`src/rtl/control_multi_if.sv`:
```
// control_multi_if: opcode/memory handshake in, datapath controls and status out
interface control_multi_if #(
    parameter int CNT_W = 16
);
    logic [6:0]       opcode;
    logic             mem_ready;
    logic             PCWrite, PCWriteCond, IorD, IRWrite, MemRead, MemWrite, MemtoReg, RegWrite, PCSource;
    logic [1:0]       ALUSrcA, ALUSrcB, ALUOp;
    logic             illegal, mem_timeout;
    logic [CNT_W-1:0] instr_cnt;
    logic [3:0]       state;
    modport master (
        output opcode, mem_ready,
        input  PCWrite, PCWriteCond, IorD, IRWrite, MemRead, MemWrite, MemtoReg, RegWrite, PCSource,
        input  ALUSrcA, ALUSrcB, ALUOp, illegal, mem_timeout, instr_cnt, state
    );
    modport slave (
        input  opcode, mem_ready,
        output PCWrite, PCWriteCond, IorD, IRWrite, MemRead, MemWrite, MemtoReg, RegWrite, PCSource,
        output ALUSrcA, ALUSrcB, ALUOp, illegal, mem_timeout, instr_cnt, state
    );
endinterface

```
`src/rtl/control_multi.sv`:
```
// control_multi: multi-cycle RV64-subset main control FSM; CONTROL_MULTI_ADDI_EN enables addi (IEXEC)
module control_multi #(
    parameter int MAX_WAIT = 15,
    parameter int WAIT_W   = 4,
    parameter int CNT_W    = 16
) (
    input logic            clk,
    input logic            rst_n,
    control_multi_if.slave bus
);
    typedef enum logic [3:0] {
        IDLE, FETCH, DECODE, MEMADR, MEMRD, MEMWB, MEMWR, EXEC, RWB, BRANCH, IEXEC
    } state_t;
    typedef struct packed {
        logic       pcw, pcwc, iord, irw, mrd, mwr, m2r, rw, pcsrc;
        logic [1:0] srca, srcb, aluop;
    } ctrl_t;
    localparam logic [6:0] OP_LD = 7'b0000011, OP_SD = 7'b0100011, OP_R = 7'b0110011;
    localparam logic [6:0] OP_BEQ = 7'b1100011, OP_ADDI = 7'b0010011;
    function automatic ctrl_t ctrl_of(state_t s);
        ctrl_t c;
        c = '0;
        case (s)
            FETCH:  begin c.mrd = 1'b1; c.srcb = 2'b01; c.pcw = 1'b1; c.irw = 1'b1; end
            DECODE: begin c.srca = 2'b10; c.srcb = 2'b10; end
            MEMADR: begin c.srca = 2'b01; c.srcb = 2'b10; end
            MEMRD:  begin c.mrd = 1'b1; c.iord = 1'b1; end
            MEMWB:  begin c.rw = 1'b1; c.m2r = 1'b1; end
            MEMWR:  begin c.mwr = 1'b1; c.iord = 1'b1; end
            EXEC:   begin c.srca = 2'b01; c.aluop = 2'b10; end
            IEXEC:  begin c.srca = 2'b01; c.srcb = 2'b10; c.aluop = 2'b11; end
            RWB:    c.rw = 1'b1;
            BRANCH: begin c.srca = 2'b01; c.aluop = 2'b01; c.pcwc = 1'b1; c.pcsrc = 1'b1; end
            default: c = '0;
        endcase
        return c;
    endfunction
    state_t           state_q, state_d;
    ctrl_t            ctrl_q, ctrl_d;
    logic [6:0]       op_q, op_d;
    logic [WAIT_W-1:0] stall_q, stall_d;
    logic [CNT_W-1:0] cnt_q, cnt_d;
    logic             timeout_q, timeout_d;
    logic             bad, stalled, retire;
    always_comb begin
        state_d = state_q;
        bad     = 1'b0;
        case (state_q)
            IDLE:   state_d = FETCH;
            FETCH:  state_d = bus.mem_ready ? DECODE : FETCH;
            DECODE: begin
                case (bus.opcode)
                    OP_LD, OP_SD: state_d = MEMADR;
                    OP_R:         state_d = EXEC;
                    OP_BEQ:       state_d = BRANCH;
`ifdef CONTROL_MULTI_ADDI_EN
                    OP_ADDI:      state_d = IEXEC;
`endif
                    default: begin state_d = FETCH; bad = 1'b1; end
                endcase
            end
            MEMADR: state_d = (op_q == OP_LD) ? MEMRD : MEMWR;
            MEMRD:  state_d = bus.mem_ready ? MEMWB : MEMRD;
            MEMWR:  state_d = bus.mem_ready ? FETCH : MEMWR;
            EXEC, IEXEC: state_d = RWB;
            MEMWB, RWB, BRANCH: state_d = FETCH;
            default: state_d = IDLE;
        endcase
        op_d      = (state_q == DECODE) ? bus.opcode : op_q;
        // a stall never coincides with a state change, so clearing on !stalled covers both cases
        stalled   = (state_q inside {FETCH, MEMRD, MEMWR}) && !bus.mem_ready;
        stall_d   = !stalled ? '0 : (stall_q == WAIT_W'(MAX_WAIT)) ? stall_q : stall_q + WAIT_W'(1);
        timeout_d = timeout_q || (stall_d == WAIT_W'(MAX_WAIT));
        retire    = (state_d == FETCH) && (state_q inside {MEMWB, MEMWR, RWB, BRANCH});
        cnt_d     = cnt_q + CNT_W'(retire);
        ctrl_d    = ctrl_of(state_d);
    end
    always_ff @(posedge clk) begin
        if (!rst_n) begin
            state_q   <= IDLE;
            ctrl_q    <= '0;
            op_q      <= '0;
            stall_q   <= '0;
            cnt_q     <= '0;
            timeout_q <= 1'b0;
        end else begin
            state_q   <= state_d;
            ctrl_q    <= ctrl_d;
            op_q      <= op_d;
            stall_q   <= stall_d;
            cnt_q     <= cnt_d;
            timeout_q <= timeout_d;
        end
    end
    assign bus.PCWrite     = ctrl_q.pcw & bus.mem_ready;
    assign bus.IRWrite     = ctrl_q.irw & bus.mem_ready;
    assign bus.PCWriteCond = ctrl_q.pcwc;
    assign bus.IorD        = ctrl_q.iord;
    assign bus.MemRead     = ctrl_q.mrd;
    assign bus.MemWrite    = ctrl_q.mwr;
    assign bus.MemtoReg    = ctrl_q.m2r;
    assign bus.RegWrite    = ctrl_q.rw;
    assign bus.PCSource    = ctrl_q.pcsrc;
    assign bus.ALUSrcA     = ctrl_q.srca;
    assign bus.ALUSrcB     = ctrl_q.srcb;
    assign bus.ALUOp       = ctrl_q.aluop;
    assign bus.illegal     = (state_q == DECODE) && bad;
    assign bus.mem_timeout = timeout_q;
    assign bus.instr_cnt   = cnt_q;
    assign bus.state       = state_q;
endmodule

```
`src/flat_wrapper.sv`:
```
// flat-port wrapper written by rule: the top's interface ports become plain ports
module control_multi_flat 
#(
    parameter int MAX_WAIT = 15,
    parameter int WAIT_W   = 4,
    parameter int CNT_W    = 16
)
  (clk, rst_n, bus_opcode, bus_mem_ready, bus_PCWrite, bus_PCWriteCond, bus_IorD, bus_IRWrite, bus_MemRead, bus_MemWrite, bus_MemtoReg, bus_RegWrite, bus_PCSource, bus_ALUSrcA, bus_ALUSrcB, bus_ALUOp, bus_illegal, bus_mem_timeout, bus_instr_cnt, bus_state);
  control_multi_if #(.CNT_W(CNT_W)) bus_i ();
  input logic clk;
  input logic rst_n;
  input wire logic [$bits(bus_i.opcode)-1:0] bus_opcode;
  input wire logic [$bits(bus_i.mem_ready)-1:0] bus_mem_ready;
  output wire logic [$bits(bus_i.PCWrite)-1:0] bus_PCWrite;
  output wire logic [$bits(bus_i.PCWriteCond)-1:0] bus_PCWriteCond;
  output wire logic [$bits(bus_i.IorD)-1:0] bus_IorD;
  output wire logic [$bits(bus_i.IRWrite)-1:0] bus_IRWrite;
  output wire logic [$bits(bus_i.MemRead)-1:0] bus_MemRead;
  output wire logic [$bits(bus_i.MemWrite)-1:0] bus_MemWrite;
  output wire logic [$bits(bus_i.MemtoReg)-1:0] bus_MemtoReg;
  output wire logic [$bits(bus_i.RegWrite)-1:0] bus_RegWrite;
  output wire logic [$bits(bus_i.PCSource)-1:0] bus_PCSource;
  output wire logic [$bits(bus_i.ALUSrcA)-1:0] bus_ALUSrcA;
  output wire logic [$bits(bus_i.ALUSrcB)-1:0] bus_ALUSrcB;
  output wire logic [$bits(bus_i.ALUOp)-1:0] bus_ALUOp;
  output wire logic [$bits(bus_i.illegal)-1:0] bus_illegal;
  output wire logic [$bits(bus_i.mem_timeout)-1:0] bus_mem_timeout;
  output wire logic [$bits(bus_i.instr_cnt)-1:0] bus_instr_cnt;
  output wire logic [$bits(bus_i.state)-1:0] bus_state;
  assign bus_i.opcode = bus_opcode;
  assign bus_i.mem_ready = bus_mem_ready;
  assign bus_PCWrite = bus_i.PCWrite;
  assign bus_PCWriteCond = bus_i.PCWriteCond;
  assign bus_IorD = bus_i.IorD;
  assign bus_IRWrite = bus_i.IRWrite;
  assign bus_MemRead = bus_i.MemRead;
  assign bus_MemWrite = bus_i.MemWrite;
  assign bus_MemtoReg = bus_i.MemtoReg;
  assign bus_RegWrite = bus_i.RegWrite;
  assign bus_PCSource = bus_i.PCSource;
  assign bus_ALUSrcA = bus_i.ALUSrcA;
  assign bus_ALUSrcB = bus_i.ALUSrcB;
  assign bus_ALUOp = bus_i.ALUOp;
  assign bus_illegal = bus_i.illegal;
  assign bus_mem_timeout = bus_i.mem_timeout;
  assign bus_instr_cnt = bus_i.instr_cnt;
  assign bus_state = bus_i.state;
  control_multi #(.MAX_WAIT(MAX_WAIT), .WAIT_W(WAIT_W), .CNT_W(CNT_W)) u_core (.clk(clk), .rst_n(rst_n), .bus(bus_i));
endmodule
```
`config.mk`:
```
export PLATFORM = sky130hd
export DESIGN_NAME = control_multi_flat
export DESIGN_NICKNAME = d
export VERILOG_FILES = /design/src/rtl/control_multi_if.sv /design/src/rtl/control_multi.sv /design/src/flat_wrapper.sv
export SDC_FILE = /design/constraint.sdc
export NUM_CORES = 1
export LEC_CHECK = 0
export CAP_MARGIN = 20
export CELL_PAD_IN_SITES_DETAIL_PLACEMENT = 0
export CELL_PAD_IN_SITES_GLOBAL_PLACEMENT = 1
export CORE_ASPECT_RATIO = 0.75
export CORE_UTILIZATION = 40
export DETAILED_ROUTE_END_ITERATION = 7
export PLACE_DENSITY = 0.8
export SYNTH_ARGS = -nofsm -noshare
export SYNTH_HDL_FRONTEND = slang
export SYNTH_SLANG_ARGS = --single-unit
```
`constraint.sdc`:
```
create_clock -name clk -period 6.3 [get_ports clk]
set_clock_uncertainty 0.2 [all_clocks]
set_input_delay 0.63 -clock clk [delete_from_list [all_inputs] [get_ports clk]]
set_output_delay 0.63 -clock clk [all_outputs]
set_load 0.05 [all_outputs]
```
==> out/metrics.yaml <==
status: "finished, final reports clean"
first_iter_violations: 45
hold_violations: 0
clkLatencyLatePin_ns: 0.29
cts_setup_buffers: 0
async_reset_ff_share_pct: 0
floorplan.die_area_sq_mm: 0.00549
fmax_ghz: 0.293
antenna_found_initial: 0
crit_path_start_kind: "flop"
ys.flop_type: "dfxtp_1"
synth_edf_count: 0
rsz0062_at_grt: "no"
ant_nets: 0
synth_top_area_share_pct: 43.3
r2r_slack_ns: 3.59
fill_cells: 480
maxCapViolations: 0
critPathLaunch: "u_core.bus.state[1]"
relSlewSlack_pct: 35.8
wl_per_cell_um: 12.8
worstRegToRegCells: 9
drt-total-wl_um: 4130
gp_congestion: 0.779
syn_nets: 238
netlist_area_sq_mm: 0.00208
drv_slew: 0
finalCritPeriodShare_pct: 54.2
arrival_ns: 2.59
cts_tree: "yes"
yosysSeqAreaShare_pct: 43.3
nets: 275
hp-class: "reg -> reg"
rows: 22
grt_max_degree: 31
finalSetupViolCount: 0
grt_pass1_vias: 1472
critPathKind: "reg -> out"
hp-start: "u_core.op_q[6]"
r2r_end: "u_core.bus.instr_cnt[13]"
cts_buffer_depth: 2
ys_ff_latch: 45
syn_inst: 225
end_kind: "primary output"
cts_max_level: 2
vdd_drop_max_v: 0.000101
grt-ovfl-total: 0
fin_crit_ns: 3.42
holdWs_ns: 0.266
cts_resized: 0
grt_usage_pct: 16.4
min_to: "u_core.op_q[6]"
synth.area.top_cells: "dfxtp_1 (43%), and2_1 (5.7%), nand2_1 (5.2%)"
p_leak_uw: 0.000992
power.density_mw_per_mm2: 208
regArea_sq_um: 901
cts_hold_buf: 0
layout-drive-gt1-share_pct: 6.87
fin_tns_setup_ns: 0
syn_avg_cell_area_sq_um: 9.24
drc: 0
yosysUniqueCellTypes: 50
grt_pass1_wl_um: 7040
io_buffers: 46
tightest_slew_ns: 0.960
die_h_um: 64.4
core_sq_mm: 0.00495
cts.sinks: 45
clkSlewWorstSetupHoldPaths_ns: 0.08
pin_count: 47
initial_utilization_pct: 41.9
worstPathRequired_ns: 5.47
ys.warnings.count: 0
antenna_cells: 0
multi_input_area_sq_mm: 0.00105
fp.dieW_um: 85.2
dr.pass1.iters: 5
hold_depth: 2
dpl.hpwl_um: 3000
areaGrowthSynthToFinish_pct: 24.7
vias: 1601
placed_cells: 315
cts-root-buf: "clkbuf_8"
crit_fanout: 12
viasPerCell: 4.97
yosysTopAreaCell: "dfxtp_1"
cts_made_buffers: 5
r2r_start: "u_core.bus.state[0]"
finalNonFillerCells: 322
-- sequential cells by signal (all words and copies together) (netlist names), 2 cells and up --
name,count
u_core.op_q,7
u_core.bus.ALUSrcA,2
u_core.bus.state,4
u_core.bus.instr_cnt,16
u_core.stall_q,4
u_core.bus.ALUOp,2
u_core.bus.ALUSrcB,2
-- logic make-up (layout without fill, tap and decap cells) --
group	after synthesis	count (layout)	share of synthesized area (%)
AOI/OAI and AO/OA	31	31	10.7
xor gates and xnor gates	16	16	6.74
adders and majority gates	3	3	1.81
buffers and inverters	20	57	5.90
DFF	45	45	43.3
muxes	1	1	0.482
and+or+nand+nor	109	109	31.0
-- synthesized netlist by cell type (5+ instances only) --
cell,n
dfxtp_1,45
nand2_1,29
and2_1,19
nor2_1,18
xnor2_1,11
buf_4,10
a21boi_0,8
nand3_1,8
a21oi_1,5
nand4_1,5
xor2_1,5
-- worst max-delay path: stages (launching register included) --
cell and delay (ns):
dfxtp_1 0.60, or4b_1 0.68, a21oi_1 0.19, clkdlybuf4s50_1 0.82
-- through the flow --
stage          total power [uW]  cell area [sq um]  setup WS (ns)  util, %
2_1_floorplan               352               2080           3.35        -
3_3_place_gp                371               2510           3.12     50.6
3_5_place_dp                371               2510           3.02     50.6
4_1_cts                     548               2590           2.88     52.3
5_1_grt                     569               2590           2.81     52.3
6_report                    540               2590           2.88     52.3
-- area by class of cell --
cell class | count | area share, %
tap | 60 | 2.90
clock buffer | 7 | 3.33
inverter | 4 | 0.579
sequential | 45 | 34.7
multi-input combinational | 160 | 40.7
timing repair buffer | 46 | 17.8
-- worst max path at each step --
stage,depth (start not counted),to
after global routing,3,bus_illegal
after global placement,10,u_core.bus.instr_cnt[13]
final,3,bus_illegal
after detailed placement,10,u_core.bus.instr_cnt[15]
after floorplan,4,bus_illegal
after CTS,3,bus_illegal
-- metal layers --
metal	global-route usage (%)	share of wire, %	vias up
met5	0	0	-
met4	5.08	0.92	0
met3	4.84	5.4	5
met2	22.7	39	41
met1	24.1	55	716
li1	-	-	839
-- report_power, final --
part,leakage (uW),switching [uW],internal (uW)
clock,0.0000443,88.8,87.0
sequential,0.000364,6.58,291
combinational,0.000583,40.3,26.6
total,0.000992,136,404
-- layout by cell type (no fill, tap or decap), types with 3 or more instances in the layout --
master	instances
inv_1	4
nand2b_1	4
dfxtp_1	45
nand4_1	5
nand2_1	29
a21oi_1	5
and2_1	19
o21ai_0	4
nand3_1	8
and3_1	4
xnor2_1	11
clkbuf_8	6
nor2_1	18
xor2_1	5
ha_1	3
a21boi_0	8
clkdlybuf4s50_1	46
Note: power is estimated with default switching activity, not from simulation.
